`config.mk`:
```
export PLATFORM = sky130hd
export DESIGN_NAME = spi_xfer_engine
export DESIGN_NICKNAME = d
export VERILOG_FILES = /design/src/rtl/spi_pkg.sv /design/src/rtl/spi_sclk_gen.sv /design/src/rtl/spi_xfer_engine.sv
export SDC_FILE = /design/constraint.sdc
export NUM_CORES = 1
export LEC_CHECK = 0
export CAP_MARGIN = 20
export CORE_MARGIN = 8
export CORE_UTILIZATION = 40
export CTS_CLUSTER_DIAMETER = 60
export DETAILED_ROUTE_END_ITERATION = 10
export PLACE_DENSITY = 0.65
export SYNTH_ARGS = -nofsm -noshare
export SYNTH_HDL_FRONTEND = slang
export SYNTH_HIERARCHICAL = 1
export SYNTH_SLANG_ARGS = --single-unit
```
`constraint.sdc`:
```
create_clock -name clk_i -period 3.2 [get_ports clk_i]
set_input_delay 0.32 -clock clk_i [delete_from_list [all_inputs] [get_ports clk_i]]
set_output_delay 0.32 -clock clk_i [all_outputs]
set_load 0.005 [all_outputs]
```
`src/rtl/spi_pkg.sv`:
```
// Shared encodings and defaults for the SPI word-exchange engine.
package spi_pkg;

    localparam int DATA_W_DEF = 8;
    localparam int DIV_W_DEF  = 8;

    typedef enum logic [1:0] {
        ST_IDLE = 2'd0,
        ST_XFER = 2'd1,
        ST_DONE = 2'd2
    } state_e;

    localparam logic MSB_FIRST = 1'b0;
    localparam logic LSB_FIRST = 1'b1;

    // cpha values, named after the sampling edge they select when cpol=0.
    localparam logic EDGE_POS = 1'b0;
    localparam logic EDGE_NEG = 1'b1;

endpackage

```
`src/rtl/spi_sclk_gen.sv`:
```
// SCLK divider: toggles sclk every (clk_div+1) enabled cycles and flags each
// toggle as leading (away from cpol) or trailing (back to cpol).
module spi_sclk_gen
    import spi_pkg::*;
#(
    parameter int DIV_W = DIV_W_DEF
) (
    input  logic             clk_i,
    input  logic             srst_i,
    input  logic             en_i,
    input  logic             cpol_i,
    input  logic [DIV_W-1:0] clk_div_i,
    output logic             sclk_o,
    output logic             tick_o,
    output logic             lead_o,
    output logic             trail_o
);

    logic [DIV_W-1:0] div_cnt_q;
    logic             sclk_q;

    assign tick_o  = en_i && (div_cnt_q == clk_div_i);
    assign lead_o  = tick_o && (sclk_q == cpol_i);
    assign trail_o = tick_o && (sclk_q != cpol_i);
    assign sclk_o  = sclk_q;

    // While disabled the clock parks at cpol so the first toggle is a leading edge.
    always_ff @(posedge clk_i) begin
        if (srst_i) begin
            div_cnt_q <= '0;
            sclk_q    <= 1'b0;
        end else if (!en_i) begin
            div_cnt_q <= '0;
            sclk_q    <= cpol_i;
        end else if (tick_o) begin
            div_cnt_q <= '0;
            sclk_q    <= ~sclk_q;
        end else begin
            div_cnt_q <= div_cnt_q + 1'b1;
        end
    end

endmodule

```
`src/rtl/spi_xfer_engine.sv`:
```
// Single-word SPI master exchange: latches the mode/length/word on start,
// shifts N bits out on mosi while sampling miso, then pulses done for one cycle.
module spi_xfer_engine
    import spi_pkg::*;
#(
    parameter int DATA_W = DATA_W_DEF,
    parameter int DIV_W  = DIV_W_DEF,
    parameter int LEN_W  = $clog2(DATA_W + 1)
) (
    input  logic              clk_i,
    input  logic              srst_i,
    input  logic              start_i,
    input  logic              cpol_i,
    input  logic              cpha_i,
    input  logic              lsb_first_i,
    input  logic [DIV_W-1:0]  clk_div_i,
    input  logic [LEN_W-1:0]  len_i,
    input  logic [DATA_W-1:0] data_i,
    input  logic              miso_i,
    output logic              sclk_o,
    output logic              mosi_o,
    output logic              busy_o,
    output logic              done_o,
    output logic [DATA_W-1:0] data_o,
    output logic [1:0]        state_o
);

    localparam logic [LEN_W-1:0] N_MAX = LEN_W'(DATA_W);

    state_e              state_q, state_d;
    logic                cpol_q, cpha_q, lsb_q;
    logic [DIV_W-1:0]    div_q;
    logic [LEN_W-1:0]    n_q, n_eff;
    logic [DATA_W-1:0]   tx_sr_q, rx_sr_q, data_q, rx_aligned;
    logic [LEN_W:0]      edge_cnt_q, two_n_m1;
    logic                last_q, out_valid_q;
    logic                gen_en, gen_cpol, tick, lead, trail;
    logic                shift_tx, sample_rx, tx_bit;

    assign n_eff    = (len_i == '0 || int'(len_i) > DATA_W) ? N_MAX : len_i;
    assign two_n_m1 = {n_q, 1'b0} - 1'b1;

    // The divider is held off for the final cycle so DONE follows the last toggle.
    assign gen_en   = (state_q == ST_XFER) && !last_q;
    assign gen_cpol = (state_q == ST_IDLE) ? cpol_i : cpol_q;

    spi_sclk_gen #(.DIV_W(DIV_W)) u_sclk_gen (
        .clk_i     (clk_i),
        .srst_i    (srst_i),
        .en_i      (gen_en),
        .cpol_i    (gen_cpol),
        .clk_div_i (div_q),
        .sclk_o    (sclk_o),
        .tick_o    (tick),
        .lead_o    (lead),
        .trail_o   (trail)
    );

    // With cpha=1 the first leading edge only exposes bit 0; later ones advance.
    assign shift_tx  = (cpha_q == EDGE_NEG) ? (lead && out_valid_q) : trail;
    assign sample_rx = (cpha_q == EDGE_NEG) ? trail : lead;
    assign tx_bit    = (lsb_q == LSB_FIRST) ? tx_sr_q[0] : tx_sr_q[DATA_W-1];
    assign rx_aligned = (lsb_q == LSB_FIRST) ? (rx_sr_q >> (N_MAX - n_q)) : rx_sr_q;

    always_comb begin
        state_d = state_q;
        unique case (state_q)
            ST_IDLE: if (start_i) state_d = ST_XFER;
            ST_XFER: if (last_q)  state_d = ST_DONE;
            ST_DONE: state_d = ST_IDLE;
            default: state_d = ST_IDLE;
        endcase
    end

    always_ff @(posedge clk_i) begin
        if (srst_i) begin
            state_q     <= ST_IDLE;
            cpol_q      <= 1'b0;
            cpha_q      <= 1'b0;
            lsb_q       <= 1'b0;
            div_q       <= '0;
            n_q         <= '0;
            tx_sr_q     <= '0;
            rx_sr_q     <= '0;
            data_q      <= '0;
            edge_cnt_q  <= '0;
            last_q      <= 1'b0;
            out_valid_q <= 1'b0;
        end else begin
            state_q <= state_d;
            unique case (state_q)
                ST_IDLE: begin
                    cpol_q <= cpol_i;
                    if (start_i) begin
                        cpha_q      <= cpha_i;
                        lsb_q       <= lsb_first_i;
                        div_q       <= clk_div_i;
                        n_q         <= n_eff;
                        tx_sr_q     <= (lsb_first_i == LSB_FIRST) ? data_i
                                                                  : (data_i << (N_MAX - n_eff));
                        rx_sr_q     <= '0;
                        edge_cnt_q  <= '0;
                        last_q      <= 1'b0;
                        out_valid_q <= (cpha_i == EDGE_POS);
                    end
                end
                ST_XFER: begin
                    if (tick) begin
                        if (edge_cnt_q == two_n_m1) begin
                            edge_cnt_q <= '0;
                            last_q     <= 1'b1;
                        end else begin
                            edge_cnt_q <= edge_cnt_q + 1'b1;
                        end
                    end
                    if (shift_tx) begin
                        tx_sr_q <= (lsb_q == LSB_FIRST) ? (tx_sr_q >> 1) : (tx_sr_q << 1);
                    end
                    if (lead && cpha_q == EDGE_NEG) out_valid_q <= 1'b1;
                    if (sample_rx) begin
                        rx_sr_q <= (lsb_q == LSB_FIRST) ? {miso_i, rx_sr_q[DATA_W-1:1]}
                                                        : {rx_sr_q[DATA_W-2:0], miso_i};
                    end
                    if (last_q) data_q <= rx_aligned;
                end
                default: begin
                    last_q      <= 1'b0;
                    out_valid_q <= 1'b0;
                end
            endcase
        end
    end

    assign mosi_o  = (state_q == ST_XFER && out_valid_q) ? tx_bit : 1'b1;
    assign busy_o  = (state_q != ST_IDLE);
    assign done_o  = (state_q == ST_DONE);
    assign data_o  = data_q;
    assign state_o = state_q;

endmodule

```
# Word-level counts from Yosys, hierarchy flattened
# Cells that the tools add are included.
dict set report word_totals {
  latch_bits 0
  inputBits 27
  mem_bits_ro 0
  out_inout_bits 14
  regBits 57
  word_cells 93
  memories 0
  ramBits 0
}
dict set report classes {
  n_eq_ne 14
  mul 0
  div_mod_pow 0
  bitwise_logic 3
  shift 2
  n_lt_le_gt_ge 1
  muxes 32
  reduce_logical 22
  add_sub_neg 5
}
# operator n
set op_table {}
lappend op_table {{two-way mux 8 bit} 8}
lappend op_table {{one-hot mux 8 bit (2 select lines)} 2}
lappend op_table {{two-way mux 5 bit} 3}
lappend op_table {{two-way mux 1 bit} 12}
lappend op_table {{AND reduction 3 bit} 4}
lappend op_table {{!= test 2 bit (second input constant)} 5}
lappend op_table {{one-hot mux 5 bit (2 select lines)} 1}
lappend op_table {{adder 8 x 1 -> 8 bit (second input constant)} 1}
lappend op_table {{== test 8 bit} 1}
lappend op_table {{AND reduction 2 bit} 4}
lappend op_table {{<< shifter 8 x 4 -> 8 bit} 1}
lappend op_table {{right shift 8 x 4 -> 8 bit} 1}
lappend op_table {{subtractor 4 bit (first input constant)} 2}
lappend op_table {{logical AND 1 bit} 7}
lappend op_table {{!= test 2 x 1 -> 1 bit (second input constant)} 3}
lappend op_table {{adder 5 x 1 -> 5 bit (second input constant)} 1}
lappend op_table {{== test 5 bit} 1}
lappend op_table {{subtractor 5 x 1 -> 5 bit (second input constant)} 1}
lappend op_table {{greater-than comparator 4 bit (second input constant)} 1}
lappend op_table {{logical NOT 4 bit} 1}
lappend op_table {{two-way mux 2 bit} 2}
lappend op_table {{two-way mux 4 bit} 1}
lappend op_table {{one-hot mux 1 bit (2 select lines)} 2}
lappend op_table {{one-hot mux 2 bit (2 select lines)} 1}
lappend op_table {{10 further kinds} 13}

# Logic depth before layout (Yosys ltp)
dict set report logic_depth {
  depth_word 8
  ltp_mapped 11
}

# Modules after synthesis
# Netlist, hierarchy kept.
# module area_per_inst_um2 instances cells_each
set by_module_without_submodules {}
lappend by_module_without_submodules {spi_xfer_engine 3011.6 1 346}
lappend by_module_without_submodules {spi_sclk_gen 484.2 1 54}

# Worst setup path after synthesis
# OpenSTA, ideal clock, no wires.
dict set report synth_timing {
  path_type {register to register}
  startpoint {register state_q[1] (netlist: state_o[1])}
  endpoint {register tx_sr_q[5]}
  period_less_slack_ns 2.518
  path_stages_with_launch 12
  setup_slack_ns 0.682
  t_arrival_ns 2.427
  path_cell_list {dfxtp_1 > buf_2 > nand2b_1 > buf_2 > buf_2 > nor2_1 > nor3b_1 > nand2b_1 > a311oi_2 > buf_4 > nor2_1 > a311oi_1}
}
dict set report synth_via {
  elab_cells_between_ends 16
}
# item line
set synth_lines {}
lappend synth_lines {{from (decl)} spi_xfer_engine.sv:30} ;# state_e state_q, state_d;
lappend synth_lines {{from (signal assigned)} spi_xfer_engine.sv:90} ;# state_q <= state_d;
lappend synth_lines {{== test 2 x 1 -> 1 bit} spi_xfer_engine.sv:44} ;# assign gen_en = (state_q == ST_XFER) && !last_q;
lappend synth_lines {{logical AND 1 bit} spi_xfer_engine.sv:44}
lappend synth_lines {{net gen_en} spi_xfer_engine.sv:37} ;# logic gen_en, gen_cpol, tick, lead, trail;
lappend synth_lines {{logical AND 1 bit} spi_sclk_gen.sv:22} ;# assign tick_o = en_i && (div_cnt_q == clk_div_i);
lappend synth_lines {{logical AND 1 bit} spi_sclk_gen.sv:24} ;# assign trail_o = tick_o && (sclk_q != cpol_i);
lappend synth_lines {{net trail} spi_xfer_engine.sv:37}
lappend synth_lines {{two-way mux 1 bit} spi_xfer_engine.sv:60} ;# assign shift_tx = (cpha_q == EDGE_NEG) ? (lead && out_valid_q) : trail;
lappend synth_lines {{!= test 2 bit (no source line)} n/a}
lappend synth_lines {{AND reduction 3 bit (no source line)} n/a}
lappend synth_lines {{to (signal assigned)} spi_xfer_engine.sv:99} ;# tx_sr_q <= (lsb_first_i == LSB_FIRST) ? data_i
lappend synth_lines {{to (signal assigned)} spi_xfer_engine.sv:117} ;# tx_sr_q <= (lsb_q == LSB_FIRST) ? (tx_sr_q >> 1) : (tx_sr_q << 1);
lappend synth_lines {{to (decl)} spi_xfer_engine.sv:34} ;# logic [DATA_W-1:0] tx_sr_q, rx_sr_q, data_q, rx_aligned;
# The timed path passes the listed nets, and every way through them passes these cells.
# A chain may end at the register's enable or synchronous reset.

# Worst setup path after layout
dict set report layout_timing {
  startpoint {register state_q[0] (netlist: state_o[0])}
  endpoint {register tx_sr_q[0]}
}
dict set report layout_via {
  elab_cells_between_ends 16
}
# item line
set layout_lines {}
lappend layout_lines {{logical NOT 2 bit} spi_xfer_engine.sv:45} ;# assign gen_cpol = (state_q == ST_IDLE) ? cpol_i : cpol_q;
lappend layout_lines {{two-way mux 1 bit} n/a}
lappend layout_lines {{net gen_cpol} spi_xfer_engine.sv:37}
lappend layout_lines {{!= test 1 bit} spi_sclk_gen.sv:24}
lappend layout_lines {{logical AND 1 bit} spi_sclk_gen.sv:24}
lappend layout_lines {{net trail} spi_xfer_engine.sv:37}
lappend layout_lines {{two-way mux 1 bit} spi_xfer_engine.sv:60}
lappend layout_lines {{!= test 2 bit (no source line)} n/a}
lappend layout_lines {{AND reduction 3 bit (no source line)} n/a}
# The timed path passes the listed nets, and every way through them passes these cells.

==> impl_metrics.ini <==
[run_status]
status = completed

[timing]
tightestPinTransition_ns = 0.744
fin_setup_tns_ns = 0
fin_crit_ns = 2.64
relSlewSlack_pct = 50.0
whs_ns = 0.472
finalCritPeriodShare_pct = 82.4
clock.fmax_mhz = 379
rsz0062_at_grt = no
final_max_slew_viol_count = 0
finClkSkew_ns = 0.00936
finalHoldViolCount = 0
setup_ws_ns = 0.563
setup_viol = 0

[global_route]
grtUsageTotal_pct = 14.0
antenna_found_initial = 0
grt_overflow = 0
grt_max_degree = 30
first_global_vias = 2762
grt_pass1_wl_um = 13300

[floorplan]
die_y_um = 109
die-area_um2 = 12000
rows = 34
coreArea_um2 = 8590
dieWidth_um = 109
ios = 41
initial_core_util_pct = 40.7

[logic_synthesis]
synth_ff_type = dfxtp_1
yosysSeqAreaShare_pct = 32.6
synth-seq-cells = 57
netlist_area_um2 = 3500
synth-edff-count = 0
ys_warn_count = 6
synth_fp_nets = 432
yosysUniqueCellTypes = 60
synthArstFlopShare_pct = 0
syn_avg_cell_area_um2 = 8.74
netlist_instances = 400

[power]
peakVddDrop_mv = 0.204
clkPwrFrac_pct = 41.4
p_sw_share_pct = 27.2
leakage_nw = 1.48
p_total_mw = 1.86
power_frac_comb_pct = 17.4
power.switching_uw = 506
power_frac_seq_pct = 41.2
p_per_area_nw_per_um2 = 448
power.internal_mw = 1.35

[detailed_routing]
vias = 2978
wl_um = 8130
drt_iter0_drc = 305
viasPerCell = 5.42
antenna_left = 0
routedWlPerCell_um = 14.8
drtPass1Iterations = 5
drc_errors = 0

[critical_path]
cpMostUsedCell = nor2_1
end_kind = register
critPathArrivalTime_ns = 2.87
cp.required_ns = 3.43
reg2reg_from = state_o[0]$_SDFFE_PP0P_
cpLargestDelayFamily = simple AND/OR/NAND/NOR gates
criticalPathCategory = reg -> reg
crit_fanout = 16
max_stage_delay_ns = 0.44
startpoint = state_o[0]$_SDFFE_PP0P_
worst-path-buf-inv = 1
path_cells = nor2_1, mux2_2, xnor2_1, nor3b_1, nand2b_1, a311oi_2, buf_4, nor2_1, a311oi_1
startpoint_type = register
crit_slowest_cell = dfxtp_1

[cells_and_area]
mostFrequentLayoutCell = dfxtp_1
antenna_cells = 0
area_growth_syn_to_layout_pct = 18.7
fin_cells = 549
num-fill-cells = 854
drive_above_1_share_pct = 12.0
nNetsFinal = 468
layout_common_cells = dfxtp_1 (57), nor2_1 (52), nand2_1 (43), clkdlybuf4s50_1 (40), mux2i_1 (31)

[job]
maxCapViolations = 0

[cts]
cts_buffers = 9
h-tree-depth = 3
postCtsSetupRepairBufs = 0
tritoncts = done
clkSlewWorstSetupHoldPaths_ns = 0.07
cts_root_buffer = clkbuf_8
worstSkewPairLatency_ns = 0.34
postCtsResizedCells = 0
hold_buffers = 0
cts_sinks = 57
cts_buffer_depth = 2

[placed_design]
post-place-cells = 533
gp_congestion = 0.832
io_buffers = 40
pre_cts_slack_ns = 0.506
hpwl_um = 5800

[hold_path]
hold_start = div_q[2]$_SDFFE_PP0P_
hold_class = reg -> reg
tightest hold or removal path: cells and delay by family, from the launching register on:
family          cells  cell delay [ns]
flops               1             0.32
simple gates        1             0.06
compound gates      1             0.05
flip-flops by register name, summed over array words and instances, names as in the netlist:
| name | flops |
|---|---|
| tx_sr_q | 8 |
| n_q | 4 |
| lsb_q | 1 |
| last_q | 1 |
| cpha_q | 1 |
| u_sclk_gen/div_cnt_q | 8 |
| edge_cnt_q | 5 |
| div_q | 8 |
| data_o | 8 |
| u_sclk_gen/sclk_o | 1 |
| rx_sr_q | 8 |
| out_valid_q | 1 |
| cpol_q | 1 |
| state_o | 2 |
area by class of cell:
cell class | count | area, µm² | share of cell area (%)
inverter | 14 | 52.6 | 1.27
clock buffer | 10 | 138 | 3.32
clock inverter | 6 | 90.1 | 2.17
tap | 108 | 135 | 3.26
multi-input combinational | 306 | 2130 | 51.4
timing repair buffer | 48 | 460 | 11.1
sequential | 57 | 1140 | 27.5
cell families (layout without fill, tap and decap cells):
family / after synthesis / in the layout / synth area share, %
AO/OA/AOI/OAI: 75 / 75 / 14.9
XOR/XNOR: 22 / 22 / 6.55
adder cells (fa/ha/maj): 5 / 5 / 1.79
buffers and inverters: 37 / 78 / 6.33
flip-flops: 57 / 57 / 32.6
multiplexers: 47 / 47 / 16.4
AND/OR/NAND/NOR: 157 / 157 / 21.4
path summary, 6_finish.rpt:
path	end	slack (ns)	cells after the start
setup / recovery	tx_sr_q[0]$_SDFFE_PP0P_	0.56	9
setup reg to reg	tx_sr_q[0]$_SDFFE_PP0P_	0.56	9
hold / removal	div_q[2]$_SDFFE_PP0P_	0.47	2
hold reg to reg	div_q[2]$_SDFFE_PP0P_	0.47	2
through the flow:
step,area [µm²],util (%)
final,4150,48.3
after global routing,4150,48.3
after CTS,4150,48.3
after detailed placement,3920,45.6
after global placement,3920,45.6
after floorplan,3500,-
per-layer routing:
layer	share of wire, %	global-route usage [%]
met4	0.98	5.69
met3	5.5	3.75
met1	47	18.4
met5	0	0
met2	46	21.3
synthesized netlist by cell type, types with 2 or more instances:
cell	number	area share, %
o22ai_1	4	0.72
nor3_1	3	0.43
inv_1	13	1.4
nand2_1	43	4.6
nor3b_1	3	0.64
nand3_1	14	2.0
mux2_2	9	2.9
nand2b_1	8	1.4
nor2_1	52	5.6
nor2b_1	9	1.6
a21o_1	3	0.64
o21a_1	3	0.64
buf_6	3	0.97
nor4_1	3	0.54
a211o_1	2	0.50
xnor2_1	12	3.0
a311oi_1	5	1.3
xor2_1	7	1.8
clkbuf_1	6	0.64
and3_1	3	0.54
o21ai_0	8	1.1
o21ai_1	3	0.43
ha_1	5	1.8
nor2b_2	2	0.50
mux4_2	6	3.9
a21oi_1	23	3.3
clkbuf_8	4	1.6
buf_4	3	0.64
o31ai_1	4	0.86
o221ai_1	8	2.0
and2_1	2	0.36
dfxtp_1	57	33
buf_2	7	1.0
a31oi_1	2	0.36
nand4_1	5	0.89
or2_2	2	0.36
mux2i_1	31	8.9
power groups by stage:
stage	registers (mW)	clock network, mW	logic, mW
finish	0.766	0.771	0.324
CTS	0.766	0.792	0.324
floorplan	0.773	0	0.238
global route	0.770	0.827	0.356
global placement	0.781	0	0.316
detailed placement	0.782	0	0.322
(Power assumes the default switching activity.)
